<file path="src/rtl/spi_ctrl_pkg.sv">
// Shared definitions for the SPI write controller: FSM states, frame layout,
// tick counter width and the peripheral register map.
package spi_ctrl_pkg;

  typedef enum logic [2:0] {
    IDLE,
    LEAD,
    HIGH,
    LOW,
    TRAIL,
    GAP
  } state_t;

  localparam int FRAME_BITS = 16;
  localparam int ADDR_BITS  = 7;
  localparam int DATA_BITS  = 8;
  localparam int TICK_BITS  = 8;

  localparam logic WRITE_BIT = 1'b1;

  localparam logic [ADDR_BITS-1:0] REG_MAX_ADDR = 7'h04;

  localparam logic [ADDR_BITS-1:0] REG_OUT_7_0  = 7'h00;
  localparam logic [ADDR_BITS-1:0] REG_OUT_15_8 = 7'h01;
  localparam logic [ADDR_BITS-1:0] REG_PWM_7_0  = 7'h02;
  localparam logic [ADDR_BITS-1:0] REG_PWM_15_8 = 7'h03;
  localparam logic [ADDR_BITS-1:0] REG_DUTY     = 7'h04;

  // A write frame is the write flag followed by address and data, MSB first.
  function automatic logic [FRAME_BITS-1:0] build_frame(
    input logic [ADDR_BITS-1:0] addr,
    input logic [DATA_BITS-1:0] data
  );
    return {WRITE_BIT, addr, data};
  endfunction

endpackage

</file>
<file path="src/rtl/spi_write_controller_if.sv">
// Command handshake plus SPI pins and status of the SPI write controller.
// The controller side uses the slave modport, the command source the master.
interface spi_write_controller_if;
  import spi_ctrl_pkg::*;

  logic                 cmd_valid;
  logic                 cmd_ready;
  logic [ADDR_BITS-1:0] cmd_addr;
  logic [DATA_BITS-1:0] cmd_data;
  logic                 sclk;
  logic                 copi;
  logic                 ncs;
  logic                 busy;
  logic                 done;
  logic                 cmd_err;

  modport master (
    output cmd_valid, cmd_addr, cmd_data,
    input  cmd_ready, sclk, copi, ncs, busy, done, cmd_err
  );

  modport slave (
    input  cmd_valid, cmd_addr, cmd_data,
    output cmd_ready, sclk, copi, ncs, busy, done, cmd_err
  );

endinterface

</file>
<file path="src/rtl/spi_half_tick.sv">
// Half-period timer: tick is high for one cycle every CLK_DIV cycles.
// The counter wraps on every tick, which is exactly when the controller
// changes state, and is held at zero while restart is high (IDLE).
module spi_half_tick
  import spi_ctrl_pkg::*;
#(
  parameter int CLK_DIV = 8
) (
  input  logic clk,
  input  logic rst_n,
  input  logic restart,
  output logic tick
);

  logic [TICK_BITS-1:0] cnt;

  assign tick = (cnt == TICK_BITS'(CLK_DIV - 1));

  // Count system clocks within the current half-period.
  always_ff @(posedge clk or negedge rst_n) begin
    if (!rst_n) begin
      cnt <= '0;
    end else if (restart || tick) begin
      cnt <= '0;
    end else begin
      cnt <= cnt + 1'b1;
    end
  end

endmodule

</file>
<file path="src/rtl/spi_write_controller.sv">
// SPI mode-0 write controller: latches {write, addr, data} on accept and
// shifts it out MSB first, then holds chip select high for a guard gap.
// Optional macro SPI_CTRL_ADDR_CHECK_EN: commands addressing beyond the
// register map are accepted but dropped with a one-cycle cmd_err pulse.
module spi_write_controller
  import spi_ctrl_pkg::*;
#(
  parameter int CLK_DIV = 8
) (
  input logic                   clk,
  input logic                   rst_n,
  spi_write_controller_if.slave bus
);

  state_t                  state;
  logic [FRAME_BITS-2:0]   shift;
  logic [3:0]              bits_left;
  logic                    gap_half;
  logic                    sclk_q;
  logic                    copi_q;
  logic                    ncs_q;
  logic                    done_q;
  logic                    tick;
  logic [FRAME_BITS-1:0]   frame_in;
`ifdef SPI_CTRL_ADDR_CHECK_EN
  logic                    err_q;
`endif

  assign frame_in = build_frame(bus.cmd_addr, bus.cmd_data);

  spi_half_tick #(
    .CLK_DIV (CLK_DIV)
  ) u_half_tick (
    .clk     (clk),
    .rst_n   (rst_n),
    .restart (state == IDLE),
    .tick    (tick)
  );

  // Frame sequencer: every pin and pulse output is a flop set here.
  always_ff @(posedge clk or negedge rst_n) begin
    if (!rst_n) begin
      state     <= IDLE;
      shift     <= '0;
      bits_left <= 4'd0;
      gap_half  <= 1'b0;
      sclk_q    <= 1'b0;
      copi_q    <= 1'b0;
      ncs_q     <= 1'b1;
      done_q    <= 1'b0;
`ifdef SPI_CTRL_ADDR_CHECK_EN
      err_q     <= 1'b0;
`endif
    end else begin
      done_q <= 1'b0;
`ifdef SPI_CTRL_ADDR_CHECK_EN
      err_q  <= 1'b0;
`endif
      case (state)
        IDLE: begin
          if (bus.cmd_valid) begin
`ifdef SPI_CTRL_ADDR_CHECK_EN
            if (bus.cmd_addr > REG_MAX_ADDR) begin
              err_q <= 1'b1;
            end else begin
`endif
              state     <= LEAD;
              ncs_q     <= 1'b0;
              sclk_q    <= 1'b0;
              copi_q    <= frame_in[FRAME_BITS-1];
              shift     <= frame_in[FRAME_BITS-2:0];
              bits_left <= 4'd15;
`ifdef SPI_CTRL_ADDR_CHECK_EN
            end
`endif
          end
        end
        LEAD: begin
          if (tick) begin
            state  <= HIGH;
            sclk_q <= 1'b1;
          end
        end
        HIGH: begin
          if (tick) begin
            sclk_q <= 1'b0;
            if (bits_left != 4'd0) begin
              state     <= LOW;
              copi_q    <= shift[FRAME_BITS-2];
              shift     <= {shift[FRAME_BITS-3:0], 1'b0};
              bits_left <= bits_left - 4'd1;
            end else begin
              state <= TRAIL;
            end
          end
        end
        LOW: begin
          if (tick) begin
            state  <= HIGH;
            sclk_q <= 1'b1;
          end
        end
        TRAIL: begin
          if (tick) begin
            state    <= GAP;
            ncs_q    <= 1'b1;
            copi_q   <= 1'b0;
            done_q   <= 1'b1;
            gap_half <= 1'b0;
          end
        end
        GAP: begin
          if (tick) begin
            if (gap_half) begin
              state    <= IDLE;
              gap_half <= 1'b0;
            end else begin
              gap_half <= 1'b1;
            end
          end
        end
        default: begin
          state <= IDLE;
          ncs_q <= 1'b1;
        end
      endcase
    end
  end

  assign bus.cmd_ready = (state == IDLE);
  assign bus.busy      = (state != IDLE);
  assign bus.sclk      = sclk_q;
  assign bus.copi      = copi_q;
  assign bus.ncs       = ncs_q;
  assign bus.done      = done_q;
`ifdef SPI_CTRL_ADDR_CHECK_EN
  assign bus.cmd_err   = err_q;
`else
  assign bus.cmd_err   = 1'b0;
`endif

endmodule
</file>
<file path="src/flat_wrapper.sv">
// flat-port wrapper written by rule: the top's interface ports become plain ports
module spi_write_controller_flat import spi_ctrl_pkg::*;
#(
  parameter int CLK_DIV = 8
)
  (clk, rst_n, bus_cmd_valid, bus_cmd_addr, bus_cmd_data, bus_cmd_ready, bus_sclk, bus_copi, bus_ncs, bus_busy, bus_done, bus_cmd_err);
  spi_write_controller_if bus_i ();
  input logic clk;
  input logic rst_n;
  input wire logic [$bits(bus_i.cmd_valid)-1:0] bus_cmd_valid;
  input wire logic [$bits(bus_i.cmd_addr)-1:0] bus_cmd_addr;
  input wire logic [$bits(bus_i.cmd_data)-1:0] bus_cmd_data;
  output wire logic [$bits(bus_i.cmd_ready)-1:0] bus_cmd_ready;
  output wire logic [$bits(bus_i.sclk)-1:0] bus_sclk;
  output wire logic [$bits(bus_i.copi)-1:0] bus_copi;
  output wire logic [$bits(bus_i.ncs)-1:0] bus_ncs;
  output wire logic [$bits(bus_i.busy)-1:0] bus_busy;
  output wire logic [$bits(bus_i.done)-1:0] bus_done;
  output wire logic [$bits(bus_i.cmd_err)-1:0] bus_cmd_err;
  assign bus_i.cmd_valid = bus_cmd_valid;
  assign bus_i.cmd_addr = bus_cmd_addr;
  assign bus_i.cmd_data = bus_cmd_data;
  assign bus_cmd_ready = bus_i.cmd_ready;
  assign bus_sclk = bus_i.sclk;
  assign bus_copi = bus_i.copi;
  assign bus_ncs = bus_i.ncs;
  assign bus_busy = bus_i.busy;
  assign bus_done = bus_i.done;
  assign bus_cmd_err = bus_i.cmd_err;
  spi_write_controller #(.CLK_DIV(CLK_DIV)) u_core (.clk(clk), .rst_n(rst_n), .bus(bus_i));
endmodule
</file>
<file path="config.mk">
export PLATFORM = sky130hd
export DESIGN_NAME = spi_write_controller_flat
export DESIGN_NICKNAME = d
export VERILOG_FILES = /design/src/rtl/spi_ctrl_pkg.sv /design/src/rtl/spi_write_controller_if.sv /design/src/rtl/spi_half_tick.sv /design/src/rtl/spi_write_controller.sv /design/src/flat_wrapper.sv
export SDC_FILE = /design/constraint.sdc
export NUM_CORES = 1
export LEC_CHECK = 0
export CAP_MARGIN = 40
export CORE_UTILIZATION = 35
export CTS_CLUSTER_SIZE = 25
export DETAILED_ROUTE_END_ITERATION = 8
export PLACE_DENSITY_LB_ADDON = 0.2
export REMOVE_ABC_BUFFERS = 1
export SETUP_SLACK_MARGIN = 0.15
export SYNTH_ARGS = -nofsm -noshare
export SYNTH_HDL_FRONTEND = slang
export SYNTH_SLANG_ARGS = --single-unit
export TNS_END_PERCENT = 20
</file>
<file path="constraint.sdc">
create_clock -name clk -period 2.4 [get_ports clk]
set_input_delay 0.48 -clock clk [delete_from_list [all_inputs] [get_ports clk]]
set_output_delay 0.48 -clock clk [all_outputs]
set_load 0.005 [all_outputs]
</file>
# Yosys cells after proc, flatten, opt, wreduce, memory -nomap -nowiden
# Index checks and enable logic that the tools add are counted.
[op_classes]
n_reduce_logical = 16
eq_ne = 13
add_sub_neg = 2
bitwise_logic = 1
muxes = 31
[ops]
columns = ["op", "n"]
rows = [
  ["two-way mux 15 bit", 3],
  ["one-hot mux 15 bit (2 select lines)", 1],
  ["two-way mux 3 bit", 7],
  ["one-hot mux 3 bit (5 select lines)", 1],
  ["two-way mux 4 bit", 3],
  ["two-way mux 1 bit", 10],
  ["one-hot mux 1 bit (3 select lines)", 3],
  ["nonzero test 3 bit", 3],
  ["adder 8 x 1 -> 8 bit, second input constant", 1],
  ["== test 8 x 3 -> 1 bit, second input constant", 1],
  ["two-way mux 8 bit", 1],
  ["!= test 2 bit, second input constant", 4],
  ["one-hot mux 4 bit (2 select lines)", 1],
  ["AND reduction 4 bit", 2],
  ["== test 3 x 2 -> 1 bit, second input constant", 2],
  ["== test 3 bit, second input constant", 2],
  ["!= test 2 x 1 -> 1 bit, second input constant", 3],
  ["AND reduction 3 bit", 2],
  ["AND reduction 6 bit", 1],
  ["AND reduction 5 bit", 1],
  ["nonzero test 2 bit", 2],
  ["nonzero test 4 bit", 1],
  ["OR reduction 4 bit", 1],
  ["subtractor 4 x 1 -> 4 bit, second input constant", 1],
  ["other kinds (6)", 6],
]
[totals]
ff_bits = 35
out_inout_bits = 7
inputBits = 18

# Logic depth before layout (Yosys ltp)
# Gate-level depths: netlist of the first run.
[depth]
word_depth = 4
mapped_depth = 7

# By module
# From an unflattened synthesis of the first run, not the netlist that was laid out.
[hier_totals]
cells_unflattened = 158
hier_area_um2 = 1914.3
[modules_own_cells]
columns = ["module", "instances", "cells_each", "area_each_um2"]
rows = [
  ["spi_write_controller", 1, 119, 1497.7],
  ["spi_half_tick", 1, 39, 416.6],
]

# Least setup slack after synthesis of the first run
# OpenSTA, ideal clock, no wires.
[synth_timing]
kind = "register to register"
from = "register u_core.bits_left[0]"
to = "register u_core.shift[10]"
setup_slack_ns = 0.368
path_buffers = 1
t_arrival_ns = 1.907
synth_period_minus_slack_ns = 2.032
path_stages_with_launch = 8
path_cell_list = "dfrtp_1 -> inv_1 -> ha_1 -> nor3b_1 -> a2111o_1 -> a21oi_4 -> buf_12 -> mux2_4"
[synth_between]
elab_chain_cells = 3
[synth_rtl]
columns = ["item", "line", "rtl"]
rows = [
  ["start, declared", "spi_write_controller.sv:17", "logic [3:0] bits_left;"],
  ["start signal, assigned", "spi_write_controller.sv:91", "bits_left <= bits_left - 4'd1;"],
  ["nonzero test 4 bit", "spi_write_controller.sv:87", "if (bits_left != 4'd0) begin"],
  ["!= test 2 x 1 -> 1 bit (no line)", "--", ""],
  ["AND reduction 4 bit (no line)", "--", ""],
  ["end signal, assigned", "spi_write_controller.sv:71", "shift <= frame_in[FRAME_BITS-2:0];"],
  ["end signal, assigned", "spi_write_controller.sv:90", "shift <= {shift[FRAME_BITS-3:0], 1'b0};"],
  ["end, declared", "spi_write_controller.sv:16", "logic [FRAME_BITS-2:0] shift;"],
]
# No other way between the ends.
# A chain may end at the register's enable or synchronous reset.

# Final worst setup path of the first run
[layout_timing]
from = "register u_core.state[0]"
to = "output port bus_cmd_ready"
[layout_between]
elab_chain_cells = 1
[layout_rtl]
columns = ["item", "line", "rtl"]
rows = [
  ["start, declared", "spi_write_controller.sv:15", "state_t state;"],
  ["start signal, assigned", "spi_write_controller.sv:43", "state <= IDLE;"],
  ["start signal, assigned", "spi_write_controller.sv:67", "state <= LEAD;"],
  ["start signal, assigned", "spi_write_controller.sv:80", "state <= HIGH;"],
  ["zero test 3 bit", "spi_write_controller.sv:130", "assign bus.cmd_ready = (state == IDLE);"],
  ["end, declared", "flat_wrapper.sv:13", "output wire logic [$bits(bus_i.cmd_ready)-1:0] bus_cmd_ready;"],
]
# No other way between the ends.

==> metrics list, run 1 <==
- Post-synth ARST share: 1.00
- Crit-path max cell delay: between 500 and 600 ps
- Placed wire-length estimate after detailed placement: around 2.3 mm
* Post-synthesis register bit count: 35
- Counting flops with a built-in enable in the synthesized netlist gives 0.
- Overall via count from detail_route: ~1300
- The share of total power dissipated in sequential elements is 0.531.
- Design Power: 1.14 mW
- The run finished with clean final reports.
* Critical path start-end classification: flip-flop to output port
* Max-slew violations: 0
- For the final database, setup skew stands at between 3 and 4 ps.
- First element of the critical path: u_core.state[0]
* Kind of cell adding the most delay to the critical path: buffers and inverters
* Comb pwr share: 0.061
- Leading cell type in the layout, fill and taps excluded: dfrtp_1
- In the routed layout, each cell is associated on average with a via count of between 5 and 6.
- Number of antenna cells inserted: 0
- For the worst flop-to-flop path, the logic depth is 7.
* Die Area: 5620 µm²
- Startpoint type of the worst setup path: flip-flop
- The analysis attributes to cell leakage a power of between 0.9 and 1 nW.
* Remaining number of nets flagged by the antenna check after routing: 0
- Counting every instance in the synthesized netlist gives 157.
- Growth of design area from synthesis to finish: 22.2%
* All-Layer GR Usage: 0.136
- Count of maximum capacitance violations: 0
- Most used DFF post-synth: dfrtp_1
- Wires add up to about 3.4 mm.
- The number of global-route vias before repair is approximately 1200.
* Depth of the worst hold-timing path: 1
* Unrepaired setup endpoints after global routing: yes
- Violation count after the first detailed-route iteration: 74
- Clk sink count: 35
* Min Hold Slack: 478 ps
- Commonest non-fill, non-tap cells in the layout: dfrtp_1 (33), clkdlybuf4s50_1 (23), mux2_2 (19)
- Yosys mapped the design onto 45 distinct sky130hd cell types.
* CTS Buf Count: 5
- The worst path in the final design needs a cycle of 2200 ps, including I/O delays and setup.
- After floorplanning, the core was sized to cover ~5000 µm².
- Of the total power, the share spent switching nets is 0.204.
* Height of the die: ~75 µm
- Met3 wire length: just under 200 µm
* Highest net fanout along the worst path: 11
- Total number of H-tree levels: 2
- Timing would allow up to between 0.4 and 0.5 GHz.
- The startpoint identified for the worst register-to-register timing path is u_core.bits_left[0].
- Worst Hold Launch: u_core.shift[0]
* Setup Viol. Count Final: 0
- Number of warnings issued by yosys: 0
- Critical path arrival: between 1500 and 2000 ps
- Routed WL per cell: approximately 13 µm
- The first TritonRoute pass finished after 4 iterations.
- A synthesized cell averages ~12 µm².
* TritonCTS clock tree: built
* Routed met2 length: between 1.5 and 2 mm
- Measured along the x axis, the die boundary spans between 70 and 80 µm.
- The first global-routing pass estimated about 5.6 mm of wire.
- Initial core utilization: 0.365
- The placed instances occupy a cell area of 2170 µm².
* Non-filler cells in the finished layout: approximately 260
- Post-Syn Area: between 1500 and 2000 µm²
- Share of the clock period used by the worst path: 0.917
* Fraction of layout cells with a size suffix above 1: 0.270
* Cts hold-fix bufs: 0
- Cell count after placement: 247
- Destination of the worst register-to-register timing path: u_core.shift[5]
- Type of the tightest min-delay check: flip-flop to flip-flop
- Source-to-sink clock delay at the later pin of the worst-skew pair: between 200 and 300 ps
- Routability-driven placement finished with a final weighted congestion of approximately 0.72.
* Fin. Hold Viols: 0
* Clock tree buffer depth: 2
- Final Instance Area: ~2300 µm²
- Cell chosen for the clock root: clkbuf_8
- Reg clk slew, reported paths: 70 ps
- Number of nets in the final layout: 205
- Bufs and invs on worst path: 2
* Endpoint of the worst hold-timing path: u_core.shift[0]
- IO Count: 25
* Quantity of I/O buffers inserted on ports: 23
* Power per Cell Area: roughly 500 nW/µm²
* Antenna violations before repair: 0
- Global routing finished with a remaining overflow of 0.
- Across the VDD grid, the largest voltage drop is 0.172 mV.
* Reg2reg setup slack: ~300 ps
- FP Rows: 26
- At the worst endpoint, the required time is between 1500 and 2000 ps.
* Pin count of the biggest net entering global routing: 36
* Clock network fraction of total power: 0.409
* Design internal power: between 0.9 and 1 mW
- Of the synthesized area, sequential elements account for 0.471.
* List of cells traversed by the critical path: nor2_1 -> nand2_1 -> inv_1 -> clkdlybuf4s50_1
- CP endpoint kind: output port
- Met1 routed wirelength after detailed routing: around 1.5 mm
* Master of the slowest instance on the critical path: dfrtp_1
* Final routed DRC violation total: 0
- Topmost layer with routed signal wires: met4
- Summed over all nets, the switching power comes to approximately 0.23 mW.
-- what timing repair did --
item	CTS	global route
endpoints found under the setup margin	0	2
gates resized for setup	0	1
setup buffers	0	0
-- how the worst max path moves through the flow --
| stage | endpoint | slack, ps | cells past startpoint |
|---|---|---|---|
| 4_1_cts | bus_cmd_ready | 170 | 4 |
| 5_1_grt | bus_cmd_ready | 90 | 4 |
| 6_report | bus_cmd_ready | 200 | 4 |
| 2_1_floorplan | u_core.shift[10] | -510 | 3 |
| 3_3_place_gp | u_core.shift[4] | 130 | 6 |
| 3_5_place_dp | u_core.shift[5] | 120 | 6 |
-- cells by family after synthesis --
| kind of cell | count (synthesis) | share of synthesized area |
|---|---|---|
| compound gates | 28 | 0.114 |
| flops | 35 | 0.471 |
| other cells | 1 | 0.00201 |
| xor+xnor | 6 | 0.0282 |
| buf+inv | 12 | 0.0390 |
| simple gates | 43 | 0.131 |
| mux | 29 | 0.195 |
| fa+ha+maj | 3 | 0.0201 |
-- routing by layer --
metal | track usage | up-vias
li1 | - | 614
met1 | 0.171 | 625
met2 | 0.212 | 34
met3 | 0.0482 | 7
met4 | 0.0566 | 0
met5 | 0 | -
-- synth_stat cells (all sizes together), types with 2 or more instances --
cell type,count,area share
nor2,12,0.024
o21bai,2,0.0081
a211o,2,0.0094
nor2b,2,0.0067
o31ai,2,0.0081
nand2,7,0.015
and3,4,0.013
a21o,3,0.013
inv,5,0.010
o21ai,4,0.011
mux2,29,0.20
nand3,7,0.019
buf,4,0.023
dfrtp,34,0.46
ha,3,0.020
a21oi,5,0.019
xor2,5,0.024
clkbuf,3,0.0060
nor3b,4,0.019
-- final cells by class --
cell class                      instances  area (µm²)
Fill cell                             478        2830
Multi-Input combinational cell        110         918
Sequential cell                        35         878
Timing Repair Buffer                   27         273
Clock buffer                            8         100
Tap cell                               70        87.6
Inverter                                5        18.8
-- power by group through the flow --
| stage | Sequential (mW) | Combinational (mW) | Clock [mW] |
|---|---|---|---|
| 2_1_floorplan | 0.616 | 0.0257 | 0 |
| 3_3_place_gp | 0.617 | 0.0692 | 0 |
| 3_5_place_dp | 0.618 | 0.0707 | 0 |
| 4_1_cts | 0.607 | 0.0707 | 0.487 |
| 5_1_grt | 0.608 | 0.0756 | 0.511 |
| 6_report | 0.607 | 0.0692 | 0.467 |
-- sequential cells by signal, summed over array words and instances (netlist names) --
| name | flops |
|---|---|
| u_core.bits_left | 4 |
| u_core.shift | 15 |
| u_core.state | 3 |
| u_core.bus.done | 1 |
| u_core.u_half_tick.cnt | 8 |
| u_core.gap_half | 1 |
| u_core.bus.sclk | 1 |
| u_core.bus.ncs | 1 |
| u_core.bus.copi | 1 |
-- stage by stage --
step | worst slack [ps] | utilization | setup TNS, ps
after global routing | 86.3 | 0.446 | 0
after floorplan | -514 | - | -8420
after global placement | 128 | 0.426 | 0
after CTS | 168 | 0.445 | 0
after detailed placement | 118 | 0.426 | 0
final | 199 | 0.446 | 0
Power figures use the tool's default switching activity.
==> run 2: changes to the inputs <==
--- a/config.mk
+++ b/config.mk
@@ -5,7 +5,6 @@
 export SDC_FILE = /design/constraint.sdc
 export NUM_CORES = 1
 export LEC_CHECK = 0
-export CAP_MARGIN = 40
 export CORE_UTILIZATION = 35
 export CTS_CLUSTER_SIZE = 25
 export DETAILED_ROUTE_END_ITERATION = 8
==> results of run 2 <==
No change in the layout: final DEF, timing and power equal those of run 1.
